==> src/rtl/imm_pkg.sv <==
// Shared types for the pipelined immediate generator.
// Type codes, opcode constants, shift funct3 values, XLEN legality check.
package imm_pkg;

  typedef enum logic [2:0] {
    IMM_I    = 3'd0,
    IMM_B    = 3'd1,
    IMM_S    = 3'd2,
    IMM_U    = 3'd3,
    IMM_J    = 3'd4,
    IMM_SH   = 3'd5,
    IMM_Z    = 3'd6,
    IMM_NONE = 3'd7
  } imm_type_e;

  localparam logic [6:0] OP_IMM    = 7'b0010011;
  localparam logic [6:0] OP_LOAD   = 7'b0000011;
  localparam logic [6:0] OP_JALR   = 7'b1100111;
  localparam logic [6:0] OP_SYSTEM = 7'b1110011;
  localparam logic [6:0] OP_IMM32  = 7'b0011011;
  localparam logic [6:0] OP_STORE  = 7'b0100011;
  localparam logic [6:0] OP_BRANCH = 7'b1100011;
  localparam logic [6:0] OP_LUI    = 7'b0110111;
  localparam logic [6:0] OP_AUIPC  = 7'b0010111;
  localparam logic [6:0] OP_JAL    = 7'b1101111;

  localparam logic [2:0] F3_SLL = 3'b001;
  localparam logic [2:0] F3_SRX = 3'b101;

  function automatic bit xlen_ok(int x);
    return (x == 32) || (x == 64);
  endfunction

endpackage

==> src/rtl/imm_gen_pipe_if.sv <==
// Handshake bundle for imm_gen_pipe: instruction in, immediate out.
// master = producer/consumer side, slave = the generator.
interface imm_gen_pipe_if
  import imm_pkg::*;
#(
  parameter int XLEN  = 32,
  parameter int TAG_W = 4
);
  logic             in_valid;
  logic             in_ready;
  logic [31:0]      in_instr;
  logic [TAG_W-1:0] in_tag;
  logic             out_valid;
  logic             out_ready;
  logic [XLEN-1:0]  out_imm;
  imm_type_e        out_type;
  logic [TAG_W-1:0] out_tag;
  logic             out_err;

  modport master (
    output in_valid, in_instr, in_tag, out_ready,
    input  in_ready, out_valid, out_imm, out_type, out_tag, out_err
  );

  modport slave (
    input  in_valid, in_instr, in_tag, out_ready,
    output in_ready, out_valid, out_imm, out_type, out_tag, out_err
  );
endinterface

==> src/rtl/imm_decode.sv <==
// Combinational opcode decode and sign/zero extension to XLEN.
// instr in; imm/itype/err out. IMM_CSR_ZIMM_EN enables CSR zimm type.
module imm_decode
  import imm_pkg::*;
#(
  parameter int XLEN = 32
) (
  input  logic [31:0]     instr,
  output logic [XLEN-1:0] imm,
  output imm_type_e       itype,
  output logic            err
);
  logic [6:0] opc;
  logic [2:0] f3;
  logic rv64, op32, is_sh, is_z;
  logic is_i, is_s, is_b, is_u, is_j;
  logic signed [31:0] i32, s32, b32, u32, j32;

  assign opc  = instr[6:0];
  assign f3   = instr[14:12];
  assign rv64 = (XLEN == 64);
  assign op32 = rv64 && (opc == OP_IMM32);

  assign is_sh = (opc == OP_IMM || op32) &&
                 (f3 == F3_SLL || f3 == F3_SRX);
`ifdef IMM_CSR_ZIMM_EN
  assign is_z = (opc == OP_SYSTEM) && f3[2];
`else
  assign is_z = 1'b0;
`endif
  assign is_i = !is_sh && !is_z &&
                (opc == OP_IMM || opc == OP_LOAD ||
                 opc == OP_JALR || opc == OP_SYSTEM || op32);
  assign is_s = (opc == OP_STORE);
  assign is_b = (opc == OP_BRANCH);
  assign is_u = (opc == OP_LUI) || (opc == OP_AUIPC);
  assign is_j = (opc == OP_JAL);

  assign i32 = {{20{instr[31]}}, instr[31:20]};
  assign s32 = {{20{instr[31]}}, instr[31:25], instr[11:7]};
  assign b32 = {{19{instr[31]}}, instr[31], instr[7],
                instr[30:25], instr[11:8], 1'b0};
  assign u32 = {instr[31:12], 12'h000};
  assign j32 = {{11{instr[31]}}, instr[31], instr[19:12],
                instr[20], instr[30:21], 1'b0};

  always_comb begin
    imm   = '1;
    itype = IMM_NONE;
    err   = 1'b0;
    unique case (1'b1)
      is_sh: begin
        itype    = IMM_SH;
        imm      = '0;
        imm[4:0] = instr[24:20];
        // RV64 base shifts carry a 6-bit shamt; the *W forms do not
        if (rv64 && opc == OP_IMM) imm[5] = instr[25];
      end
      is_z: begin
        itype    = IMM_Z;
        imm      = '0;
        imm[4:0] = instr[19:15];
      end
      is_i: begin itype = IMM_I; imm = XLEN'(i32); end
      is_s: begin itype = IMM_S; imm = XLEN'(s32); end
      is_b: begin itype = IMM_B; imm = XLEN'(b32); end
      is_u: begin itype = IMM_U; imm = XLEN'(u32); end
      is_j: begin itype = IMM_J; imm = XLEN'(j32); end
      default: err = 1'b1;
    endcase
  end
endmodule

==> src/rtl/imm_gen_pipe.sv <==
// Pipelined immediate generator: one registered stage, optional skid entry.
// Ports: clk, rst (sync, high), bus (slave). Macro: IMM_CSR_ZIMM_EN.
module imm_gen_pipe
  import imm_pkg::*;
#(
  parameter int XLEN  = 32,
  parameter int TAG_W = 4,
  parameter int SKID  = 1
) (
  input logic           clk,
  input logic           rst,
  imm_gen_pipe_if.slave bus
);
  if (!xlen_ok(XLEN)) begin : g_bad_xlen
    $error("imm_gen_pipe: XLEN must be 32 or 64");
  end

  logic [XLEN-1:0] d_imm;
  imm_type_e       d_type;
  logic            d_err;
  logic            push, pop;

  imm_decode #(.XLEN(XLEN)) u_dec (
    .instr (bus.in_instr),
    .imm   (d_imm),
    .itype (d_type),
    .err   (d_err)
  );

  assign push = bus.in_valid && bus.in_ready;
  assign pop  = bus.out_valid && bus.out_ready;

  if (SKID == 0) begin : g_reg
    assign bus.in_ready = !rst && (!bus.out_valid || bus.out_ready);

    always_ff @(posedge clk) begin
      if (rst) begin
        bus.out_valid <= 1'b0;
        bus.out_imm   <= '0;
        bus.out_type  <= IMM_I;
        bus.out_tag   <= '0;
        bus.out_err   <= 1'b0;
      end else if (push) begin
        bus.out_valid <= 1'b1;
        bus.out_imm   <= d_imm;
        bus.out_type  <= d_type;
        bus.out_tag   <= bus.in_tag;
        bus.out_err   <= d_err;
      end else if (pop) begin
        bus.out_valid <= 1'b0;
      end
    end
  end else begin : g_skid
    typedef enum logic [1:0] {EMPTY, ONE, TWO} state_e;
    state_e           st;
    logic [XLEN-1:0]  s_imm;
    imm_type_e        s_type;
    logic [TAG_W-1:0] s_tag;
    logic             s_err;

    // Output regs are the head entry; s_* holds the second entry.
    always_ff @(posedge clk) begin
      if (rst) begin
        st            <= EMPTY;
        bus.in_ready  <= 1'b1;
        bus.out_valid <= 1'b0;
        bus.out_imm   <= '0;
        bus.out_type  <= IMM_I;
        bus.out_tag   <= '0;
        bus.out_err   <= 1'b0;
        s_imm         <= '0;
        s_type        <= IMM_I;
        s_tag         <= '0;
        s_err         <= 1'b0;
      end else begin
        unique case (st)
          EMPTY: if (push) begin
            st            <= ONE;
            bus.out_valid <= 1'b1;
            bus.out_imm   <= d_imm;
            bus.out_type  <= d_type;
            bus.out_tag   <= bus.in_tag;
            bus.out_err   <= d_err;
          end
          ONE: if (push && !pop) begin
            st           <= TWO;
            bus.in_ready <= 1'b0;
            s_imm        <= d_imm;
            s_type       <= d_type;
            s_tag        <= bus.in_tag;
            s_err        <= d_err;
          end else if (push) begin
            bus.out_imm  <= d_imm;
            bus.out_type <= d_type;
            bus.out_tag  <= bus.in_tag;
            bus.out_err  <= d_err;
          end else if (pop) begin
            st            <= EMPTY;
            bus.out_valid <= 1'b0;
          end
          TWO: if (pop) begin
            st           <= ONE;
            bus.in_ready <= 1'b1;
            bus.out_imm  <= s_imm;
            bus.out_type <= s_type;
            bus.out_tag  <= s_tag;
            bus.out_err  <= s_err;
          end
          default: st <= EMPTY;
        endcase
      end
    end
  end
endmodule

==> src/flat_wrapper.sv <==
// flat-port wrapper written by rule: the top's interface ports become plain ports
module imm_gen_pipe_flat import imm_pkg::*;
#(
  parameter int XLEN  = 32,
  parameter int TAG_W = 4,
  parameter int SKID  = 1
)
  (clk, rst, bus_in_valid, bus_in_instr, bus_in_tag, bus_out_ready, bus_in_ready, bus_out_valid, bus_out_imm, bus_out_type, bus_out_tag, bus_out_err);
  imm_gen_pipe_if #(.XLEN(XLEN), .TAG_W(TAG_W)) bus_i ();
  input logic clk;
  input logic rst;
  input wire logic [$bits(bus_i.in_valid)-1:0] bus_in_valid;
  input wire logic [$bits(bus_i.in_instr)-1:0] bus_in_instr;
  input wire logic [$bits(bus_i.in_tag)-1:0] bus_in_tag;
  input wire logic [$bits(bus_i.out_ready)-1:0] bus_out_ready;
  output wire logic [$bits(bus_i.in_ready)-1:0] bus_in_ready;
  output wire logic [$bits(bus_i.out_valid)-1:0] bus_out_valid;
  output wire logic [$bits(bus_i.out_imm)-1:0] bus_out_imm;
  output wire logic [$bits(bus_i.out_type)-1:0] bus_out_type;
  output wire logic [$bits(bus_i.out_tag)-1:0] bus_out_tag;
  output wire logic [$bits(bus_i.out_err)-1:0] bus_out_err;
  assign bus_i.in_valid = bus_in_valid;
  assign bus_i.in_instr = bus_in_instr;
  assign bus_i.in_tag = bus_in_tag;
  assign bus_i.out_ready = bus_out_ready;
  assign bus_in_ready = bus_i.in_ready;
  assign bus_out_valid = bus_i.out_valid;
  assign bus_out_imm = bus_i.out_imm;
  assign bus_out_type = bus_i.out_type;
  assign bus_out_tag = bus_i.out_tag;
  assign bus_out_err = bus_i.out_err;
  imm_gen_pipe #(.XLEN(XLEN), .TAG_W(TAG_W), .SKID(SKID)) u_core (.clk(clk), .rst(rst), .bus(bus_i));
endmodule
==> config.mk <==
export PLATFORM = sky130hd
export DESIGN_NAME = imm_gen_pipe_flat
export DESIGN_NICKNAME = d
export VERILOG_FILES = /design/src/rtl/imm_pkg.sv /design/src/rtl/imm_gen_pipe_if.sv /design/src/rtl/imm_decode.sv /design/src/rtl/imm_gen_pipe.sv /design/src/flat_wrapper.sv
export SDC_FILE = /design/constraint.sdc
export NUM_CORES = 1
export LEC_CHECK = 0
export BUFFER_PORTS_ARGS = -buffer_cell sky130_fd_sc_hd__buf_4
export CAP_MARGIN = 10
export CORE_ASPECT_RATIO = 1.4
export CORE_MARGIN = 2
export CORE_UTILIZATION = 35
export CTS_BUF_LIST = sky130_fd_sc_hd__clkbuf_4 sky130_fd_sc_hd__clkbuf_8 sky130_fd_sc_hd__clkbuf_16
export DETAILED_ROUTE_END_ITERATION = 12
export GPL_ROUTABILITY_DRIVEN = 1
export PLACE_DENSITY = 0.58
export SLEW_MARGIN = 20
export SYNTH_ARGS = -nofsm -noshare
export SYNTH_HDL_FRONTEND = slang
export SYNTH_HIERARCHICAL = 1
export SYNTH_SLANG_ARGS = --single-unit
==> constraint.sdc <==
create_clock -name clk -period 1.7 [get_ports clk]
set_input_delay 0.34 -clock clk [delete_from_list [all_inputs] [get_ports clk]]
set_output_delay 0.34 -clock clk [all_outputs]
set_load 0.005 [all_outputs]
==> impl_metrics.json, run 1 <==
{
  "ff_latch_area_mm2": 0.00168,
  "async_flop_share_pct": 0,
  "design.die.area_mm2": 0.0153,
  "maxCapViolCount": 0,
  "path_clk_slew_ns": 0.06,
  "clkLatencyLatePin_ns": 0.34,
  "synth.area.top_cells": "dfxtp_1, a211oi_2, mux2i_1",
  "num_vias": 4584,
  "crit_path_top_delay_cell": "o21ai_1",
  "ys_warn_count": 6,
  "grt-ovfl-total": 0,
  "startpoint_type": "input pin",
  "final_util_pct": 45.7,
  "endpoint_kind": "register",
  "rows": 51,
  "timing.final.crit_share_pct": 95.7,
  "endpoint": "u_core/bus.out_imm[18]",
  "cts_root_buf": "clkbuf_16",
  "slew_violations": 0,
  "synth-edff-count": 0,
  "tightest_slew_ns": 0.456,
  "layout_min_cycle_time_ns": 1.63,
  "worst-path-buf-inv": 3,
  "synth_top_cell_by_area": "dfxtp_1",
  "avgSynthCellArea_um2": 9.27,
  "fmax_mhz": 615,
  "cp_top_family": "compound AO/OA/AOI/OAI gates",
  "worstPathArrival_ns": 1.83,
  "synth_ff_type": "dfxtp_1",
  "r2r_slack_ns": 0.18,
  "max_stage_delay_ns": 0.38,
  "gp_congestion": 0.892,
  "ant_nets": 0,
  "rsz0062_at_grt": "false",
  "final.setup_skew_ns": 0.00835,
  "synth_top_cells_by_count": "dfxtp_1, a211oi_2, nand3_1, o21ai_0, a21oi_1",
  "reg2reg_from": "u_core/g_skid.st[0]",
  "crit_start": "bus_in_instr[13]",
  "pwr-share-comb_pct": 31.4,
  "multi_input_area_mm2": 0.00296,
  "cts_sinks": 84,
  "dr.pass1.iters": 5,
  "run_status": "finished clean",
  "crit_type": "input pin to register",
  "synth_top_area_share_pct": 33.5,
  "timing.rr.end": "u_core/bus.out_tag[1]",
  "cts_tree": "yes",
  "syn_nets": 581,
  "ys_seq_area_share_pct": 33.5,
  "synthCells": 541,
  "grt_pass1_vias": 4519,
  "hold_viol": 0,
  "fp.dieH_um": 146,
  "cts-htree-levels": 3,
  "synth.most_common_cell": "dfxtp_1",
  "grt_max_degree": 59,
  "reg2regPathDepth": 4,
  "p_per_area_mw_per_mm2": 963,
  "wirelength_um": 15800,
  "hold_depth": 3,
  "finish.instance_area_mm2": 0.00639,
  "dieWidth_um": 105,
  "place_inst": 799,
  "synth-seq-cells": 84,
  "path_cells": "buf_4 > nor2b_1 > buf_4 > a211oi_1 > o21ai_1 > buf_4 > nand3_1 > mux2i_1 > a211oi_2",
  "p_switching_mw": 2.00,
  "clock_path_buffers": 2,
  "cpMostUsedCell": "buf_4",
  "placed_area_mm2": 0.00605,
  "clkPwrFrac_pct": 29.8,
  "area_delta_synth_final_pct": 27.5,
  "io_pins": 82,
  "intPower_mw": 4.16,
  "sequentialPowerShare_pct": 38.9,
  "fin_cells": 818,
  "drtIter0Drc": 366,
  "syn_area_mm2": 0.00501,
  "wire_per_inst_um": 19.3,
  "start_util_pct": 35.9,
  "io_buffer_count": 81,
  "hold_class": "input pin to register",
  "grt_pass1_wl_um": 24300,
  "slew_headroom_pct": 69.4,
  "core_area_mm2": 0.0140,
  "avgViaCountPerCell": 5.60,
  "antennaDiodeCount": 0,
  "fillers": 1361,
  "cp_max_fo": 4,
  "numCtsBuffers": 9,
  "swShare_pct": 32.5,
  "antenna_found_initial": 0,
  "setup_violations": 0,
  "grt_usage_pct": 19.7,
  "path_depth": 9,
  "hold_buffers": 0,
  "synth_cell_type_count": 53,
  "required_ns": 1.91,
  "power_leakage_nw": 2.57,
  "drive_gt1_share_pct": 40.8,
  "nets": 669,
  "peakVddDrop_v": 0.000526,
  "drc": 0,
  "place_hpwl_um": 10400
}
stage by stage:
stage / hold WS [ns] / setup TNS, ns / setup slack [ns] / power [mW]
2_1_floorplan: 0.453 / -0.680 / -0.0307 / 3.62
3_3_place_gp: 0.459 / -12.77 / -0.345 / 4.28
3_5_place_dp: 0.466 / -13.45 / -0.363 / 4.33
4_1_cts: 0.270 / 0 / 0.00717 / 6.16
5_1_grt: 0.284 / 0 / 0.00499 / 6.44
6_report: 0.276 / 0 / 0.0735 / 6.16
power by group through the flow:
stage	combinational [mW]	clock [mW]	sequential [mW]
final	1.93	1.83	2.39
after global routing	2.08	1.94	2.42
after CTS	1.90	1.87	2.39
after detailed placement	1.89	0	2.43
after global placement	1.86	0	2.42
after floorplan	1.21	0	2.41
metal layers:
metal | global-route usage, % | vias to the layer above | wire, um
met3 | 3.40 | 20 | 723
met5 | 0 | - | 0
met1 | 24.7 | 2242 | 6720
li1 | - | 2183 | -
met4 | 6.73 | 0 | 316
met2 | 34.0 | 139 | 8000
final cells by class:
type | count | share of cell area (%)
clock buffer | 11 | 3.86
inverter | 8 | 0.470
timing repair buffer | 138 | 19.1
sequential | 84 | 26.3
clock inverter | 4 | 0.411
multi-input combinational | 388 | 46.3
tap | 185 | 3.62
registers in the layout, indices dropped and copies added, names as in the netlist:
signal,flops
u_core/g_skid.s_imm,32
u_core/bus.out_tag,4
u_core/bus.in_ready,1
u_core/bus.out_imm,32
u_core/bus.out_err,1
u_core/bus.out_type,3
u_core/g_skid.s_tag,4
u_core/g_skid.st,2
u_core/bus.out_valid,1
u_core/g_skid.s_err,1
u_core/g_skid.s_type,3
cell usage in the layout (no fill, tap or decap), types with 2 or more instances in the layout:
cell	n
buf_4	123
dfxtp_1	84
a211oi_2	76
nand3_1	58
a21oi_1	44
o21ai_0	41
mux2i_1	40
nand2_1	39
buf_12	13
clkbuf_16	10
nand3_2	9
inv_1	8
o21ai_1	8
a21o_1	7
nand3b_1	5
a211oi_1	5
nor2b_1	5
o22ai_1	3
and3_1	3
nor2_1	3
clkinv_2	2
a21o_4	2
or2_2	2
nand2b_1	2
nand4b_1	2
o211ai_1	2
and2_1	2
nor3_1	2
worst min-delay path by stage:
stage                              endpoint               startpoint
finish               u_core/g_skid.s_tag[0]            bus_in_tag[0]
CTS                  u_core/g_skid.s_tag[1]            bus_in_tag[1]
floorplan            u_core/g_skid.s_tag[0]   u_core/g_skid.s_tag[0]
global route         u_core/g_skid.s_tag[0]            bus_in_tag[0]
global placement    u_core/g_skid.s_type[1]  u_core/g_skid.s_type[1]
detailed placement   u_core/g_skid.s_tag[3]   u_core/g_skid.s_tag[3]
timing repair:
item	4_1_cts	5_1_grt
endpoints found under the setup margin	3	50
resized for setup	1	11
gates cloned	0	2
pin swaps	0	5
buffers inserted	0	2
cells by family after synthesis:
kind of cell	Yosys count	synth area share, %
compound gates	202	33.9
flops	84	33.5
xor+xnor	1	0.175
buf+inv	70	8.53
simple gates	144	15.9
mux	40	7.99
worst register-to-register path, stage by stage (launching register included):
cell      delay (ns)
dfxtp_1         0.40
nand2b_2        0.35
buf_4           0.24
mux2i_1         0.29
a211oi_2        0.10
Power figures use the tool's default switching activity.
==> inputs of run 2 (changes only) <==
==> constraint.sdc (replaced) <==
create_clock -name clk -period 1.4 [get_ports clk]
set_input_delay 0.28 -clock clk [delete_from_list [all_inputs] [get_ports clk]]
set_output_delay 0.28 -clock clk [all_outputs]
set_load 0.005 [all_outputs]
==> impl_metrics.json, run 2 (same netlist as run 1, synthesis figures left out) <==
{
  "cp_max_fo": 10,
  "drive_gt1_share_pct": 54.4,
  "slew_violations": 0,
  "dieWidth_um": 105,
  "fillers": 1266,
  "timing.final.ws_setup_ns": -0.0912,
  "avgViaCountPerCell": 5.64,
  "grt_pass1_vias": 4602,
  "run_status": "complete, but fails checks",
  "place_inst": 821,
  "final_common_cell": "buf_4",
  "startpoint_type": "input pin",
  "place_hpwl_um": 10900,
  "grt_pass1_wl_um": 25300,
  "wire_per_inst_um": 19.6,
  "path_clk_slew_ns": 0.07,
  "path_cells": "buf_4 > nand4b_1 > a21oi_1 > nor3b_4 > buf_12 > buf_12 > buf_6 > nand3_4 > mux2i_1 > a211oi_2",
  "clkLatencyLatePin_ns": 0.35,
  "gp_congestion": 0.817,
  "reg.largest.list": "u_core/bus.out_imm: 32 flops, u_core/g_skid.s_imm: 32 flops",
  "rows": 51,
  "dr.pass1.iters": 4,
  "clock_path_buffers": 2,
  "grt_usage_pct": 20.5,
  "cts_root_buf": "clkbuf_16",
  "layout_min_cycle_time_ns": 1.49,
  "cts_sinks": 84,
  "endpoint_kind": "register",
  "worstPathArrival_ns": 1.72,
  "hold_class": "input pin to register",
  "final.setup_skew_ns": 0.00951,
  "wirelength_um": 16700,
  "multi_input_area_mm2": 0.00340,
  "p_per_area_mw_per_mm2": 1120,
  "start_util_pct": 35.9,
  "peakVddDrop_v": 0.000562,
  "final_util_pct": 52.6,
  "cp_top_family": "buffers and inverters",
  "antennaDiodeCount": 0,
  "max_stage_delay_ns": 0.23,
  "nets": 700,
  "rsz0062_at_grt": "true",
  "fmax_mhz": 671,
  "hold_viol": 0,
  "required_ns": 1.63,
  "ant_nets": 0,
  "num_vias": 4791,
  "numCtsBuffers": 9,
  "area_delta_synth_final_pct": 46.6,
  "drc": 0,
  "drtIter0Drc": 231,
  "design.die.area_mm2": 0.0153,
  "timing.final.crit_share_pct": 107,
  "violations": "negative setup slack",
  "fin_cells": 850,
  "grt-ovfl-total": 0,
  "fp.dieH_um": 146,
  "slew_headroom_pct": 75.2,
  "worst-path-buf-inv": 4,
  "tns_ns": -1.23,
  "maxCapViolCount": 0,
  "core_area_mm2": 0.0140,
  "io_pins": 82,
  "cpMostUsedCell": "buf_12",
  "tightest_slew_ns": 0.373,
  "io_buffer_count": 81,
  "antenna_found_initial": 0,
  "cts-htree-levels": 3,
  "layout_common_cells": "buf_4, dfxtp_1, a211oi_2, o21ai_0, a21oi_1",
  "power_leakage_nw": 2.80,
  "crit_type": "input pin to register",
  "grt_max_degree": 43,
  "ff_latch_area_mm2": 0.00169,
  "cts_tree": "yes",
  "crit_path_top_delay_cell": "nor3b_4",
  "setup_violations": 42
}
==> run 2: cell types whose count changed in the layout (fill, tap and decap cells not counted), sizes merged <==
cell      change
a21o          -1
bufinv        +1
clkinv        -1
clkbuf        +2
clkinvlp      +1
buf          +28
inv           +2
==> run 2: power by group <==
part / internal [mW] / switching (mW)
clock network: 1.41 / 1.10
logic: 1.41 / 1.41
registers: 2.70 / 0.221
==> run 2: final cells by class <==
cell class / count / area share, %
clock buffers: 9 / 3.06
clock inverters: 7 / 1.12
inverters: 8 / 0.409
multi-input cells: 387 / 46.2
flip-flops and latches: 84 / 23.0
well taps: 185 / 3.15
repair buffers: 170 / 23.1
==> run 2: through the flow <==
step / instance area [um2] / total power [mW] / setup WS [ns] / hold slack [ns]
2_1_floorplan: 5030 / 4.40 / -0.269 / 0.428
3_3_place_gp: 6260 / 5.33 / -0.674 / 0.455
3_5_place_dp: 6260 / 5.38 / -0.705 / 0.466
4_1_cts: 6820 / 7.95 / -0.0738 / 0.190
5_1_grt: 7350 / 8.58 / -0.143 / 0.204
6_report: 7350 / 8.24 / -0.0912 / 0.201
==> run 2: per-layer routing <==
metal	track usage (%)	wire length, um	up-vias
met1	25.5	6770	2374
met3	3.31	704	30
met4	6.53	503	0
met2	36.0	8710	130
met5	0	0	-
li1	-	-	2257
==> run 2: worst paths after layout <==
path,startpoint,to,slack (ns),cells past startpoint
setup / recovery,bus_in_instr[4],u_core/bus.out_imm[23],-0.09,10
hold / removal,bus_in_tag[0],u_core/g_skid.s_tag[0],0.20,3
hold reg to reg,u_core/g_skid.s_imm[5],u_core/g_skid.s_imm[5],0.48,2
setup reg to reg,u_core/g_skid.st[1],u_core/bus.out_imm[23],-0.04,4
==> run 2: what timing repair did <==
action,in CTS,in global routing
endpoints found under the setup margin,69,65
gates cloned,2,5
hold buffers,0,0
resized for setup,56,79
buffers inserted,2,6
pin swaps,26,24
==> run 2: worst min-delay path, stage by stage <==
cell	delay, ns
buf_4	0.11
nand3_1	0.06
a21oi_1	0.05
==> inputs of run 3 (changes only) <==
--- a/config.mk
+++ b/config.mk
@@ -5,6 +5,7 @@
 export SDC_FILE = /design/constraint.sdc
 export NUM_CORES = 1
 export LEC_CHECK = 0
+export ABC_AREA = 1
 export BUFFER_PORTS_ARGS = -buffer_cell sky130_fd_sc_hd__buf_4
 export CAP_MARGIN = 10
 export CORE_ASPECT_RATIO = 1.4
==> impl_metrics.json, run 3 <==
{
  "grt_use_met1_pct": 25.1,
  "slew_violations": 0,
  "clkLatencyLatePin_ns": 0.35,
  "start_util_pct": 35.7,
  "reg.largest.list": "u_core/bus.out_imm: 32 flops, u_core/g_skid.s_imm: 32 flops",
  "cp_max_fo": 8,
  "wire_per_inst_um": 14.5,
  "max_stage_delay_ns": 0.23,
  "peakVddDrop_v": 0.000531,
  "grt-ovfl-total": 0,
  "synth_fa_ha_area_share_pct": 0,
  "clock_path_buffers": 2,
  "run_status": "finished clean",
  "setup_violations": 0,
  "async_flop_share_pct": 0,
  "timing.final.crit_share_pct": 98.6,
  "synth_cell_type_count": 23,
  "synth_top_cells_by_count": "nor2_1, nand2_1, nand3_1, dfxtp_1, inv_1",
  "worstHoldStart": "rst",
  "cts_root_buf": "clkbuf_16",
  "crit_path_top_delay_cell": "buf_8",
  "path_cells": "buf_8 > inv_4 > nand2_4 > nor2_4 > buf_6 > nand4_4 > buf_8 > nand3_2 > nand3_2 > nand2_1 > nand2_1 > a21oi_1 > nor2_1",
  "rsz0062_at_grt": "true",
  "hold_class": "input pin to register",
  "num_vias": 5574,
  "io_buffer_count": 81,
  "design.die.area_mm2": 0.0151,
  "drtIter0Drc": 543,
  "synth.most_common_cell": "nor2_1",
  "synthMuxAreaShare_pct": 0,
  "rows": 51,
  "worstPathArrival_ns": 1.63,
  "final.setup_skew_ns": 0.00467,
  "place_hpwl_um": 9610,
  "antenna_found_initial": 0,
  "synth_compound_area_share_pct": 8.91,
  "total_power_mw": 7.53,
  "ys_warn_count": 6,
  "cp_top_family": "simple AND/OR/NAND/NOR gates",
  "avgViaCountPerCell": 5.06,
  "placed_area_mm2": 0.00595,
  "maxCapViolCount": 0,
  "tightest_slew_ns": 0.438,
  "avgSynthCellArea_um2": 6.07,
  "grt_max_degree": 50,
  "finish.instance_area_mm2": 0.00701,
  "crit_start": "bus_in_instr[2]",
  "final_common_cell": "nor2_1",
  "core_area_mm2": 0.0138,
  "grt-busiest-layer": "met2",
  "use_met3_pct": 3.06,
  "startpoint_type": "input pin",
  "met2_usage_pct": 34.4,
  "grt_pass1_vias": 4895,
  "reg2reg_from": "u_core/bus.out_valid",
  "power_leakage_nw": 3.31,
  "crit_type": "input pin to register",
  "timing.final.ws_setup_ns": 0.0193,
  "layout_common_cells": "nor2_1, nand2_1, nand3_1, buf_4, dfxtp_1",
  "slew_headroom_pct": 70.8,
  "syn_nets": 854,
  "drive_gt1_share_pct": 29.5,
  "hold_viol": 0,
  "grt_pass1_wl_um": 24100,
  "synthCells": 814,
  "synth.area.top_cells": "dfxtp_1, nand3_1, nor2_1",
  "wirelength_um": 16000,
  "synthXorXnorAreaFrac_pct": 0,
  "ys_seq_area_share_pct": 34.0,
  "dr.pass1.iters": 5,
  "syn_area_mm2": 0.00494,
  "drc": 0,
  "fillers": 1419,
  "fp.dieH_um": 145,
  "required_ns": 1.65,
  "cts_sinks": 84,
  "layout_min_cycle_time_ns": 1.38,
  "io_pins": 82,
  "nets": 951,
  "endpoint_kind": "register",
  "antennaDiodeCount": 0,
  "yosys.area_share.simple_pct": 45.8,
  "synth-edff-count": 0,
  "whs_ns": 0.100,
  "grt_usage_pct": 19.8,
  "gp_congestion": 0.814,
  "cts-htree-levels": 3,
  "synth_top_family_by_area": "simple AND/OR/NAND/NOR gates",
  "dp_slack_ns": -0.422,
  "synth_ff_type": "dfxtp_1",
  "worst-path-buf-inv": 4,
  "numCtsBuffers": 9,
  "fmax_mhz": 724,
  "synth_top_cell_by_area": "dfxtp_1",
  "dieWidth_um": 104,
  "cts_tree": "yes",
  "p_per_area_mw_per_mm2": 1070,
  "ant_nets": 0,
  "area_delta_synth_final_pct": 41.7,
  "synth-seq-cells": 84,
  "synth_top_area_share_pct": 34.0,
  "path_clk_slew_ns": 0.06,
  "ff_latch_area_mm2": 0.00168,
  "multi_input_area_mm2": 0.00330
}
-- run 3: report_power, final --
part           internal, mW  switching (mW)
clock network          1.63            1.07
registers              2.70           0.163
logic                 0.847            1.12
-- run 3: area by class of cell --
type,count,area share [%]
Clock buffer,10,3.41
Clock inverter,6,1.34
Inverter,69,4.05
Multi-Input combinational cell,615,47.1
Sequential cell,84,24.0
Tap cell,185,3.30
Timing Repair Buffer,132,16.8
-- run 3: final timing paths --
| check | to | slack, ns | cells after the start |
|---|---|---|---|
| max | u_core/bus.out_imm[10] | 0.02 | 13 |
| min reg2reg | u_core/bus.out_valid | 0.50 | 2 |
| min | u_core/g_skid.st[1] | 0.1 | 2 |
| max reg2reg | u_core/bus.out_imm[31] | 0.10 | 6 |
-- run 3: through the flow --
| step | cells | setup TNS, ns | utilization (%) |
|---|---|---|---|
| 4_1_cts | 1079 | 0 | 45.5 |
| 3_5_place_dp | 1062 | -20.35 | 42.9 |
| 5_1_grt | 1101 | -0.784 | 50.6 |
| 2_1_floorplan | 814 | -1.19 | - |
| 3_3_place_gp | 1062 | -19.60 | 42.9 |
| 6_report | 1101 | 0 | 50.6 |
-- run 3: layer usage --
layer	vias to the layer above	share of wire, %	wire length [um]
met2	169	51	8110
met5	-	0	0
met4	0	2.0	325
met3	25	4.9	783
met1	2569	42	6790
li1	2811	-	-
-- run 3: what timing repair did --
item                                    4_1_cts  5_1_grt
buffers inserted                              0       12
pin swaps                                     1       28
gates resized for setup                       2      114
cloned                                        1       10
hold endpoints to repair                      0        0
endpoints found under the setup margin        6       63
hold buffers                                  0        0
-- run 3: cells by family after synthesis --
family / after synthesis
AOI/OAI and AO/OA: 88
buffers and inverters: 125
DFF: 84
and+or+nand+nor: 517
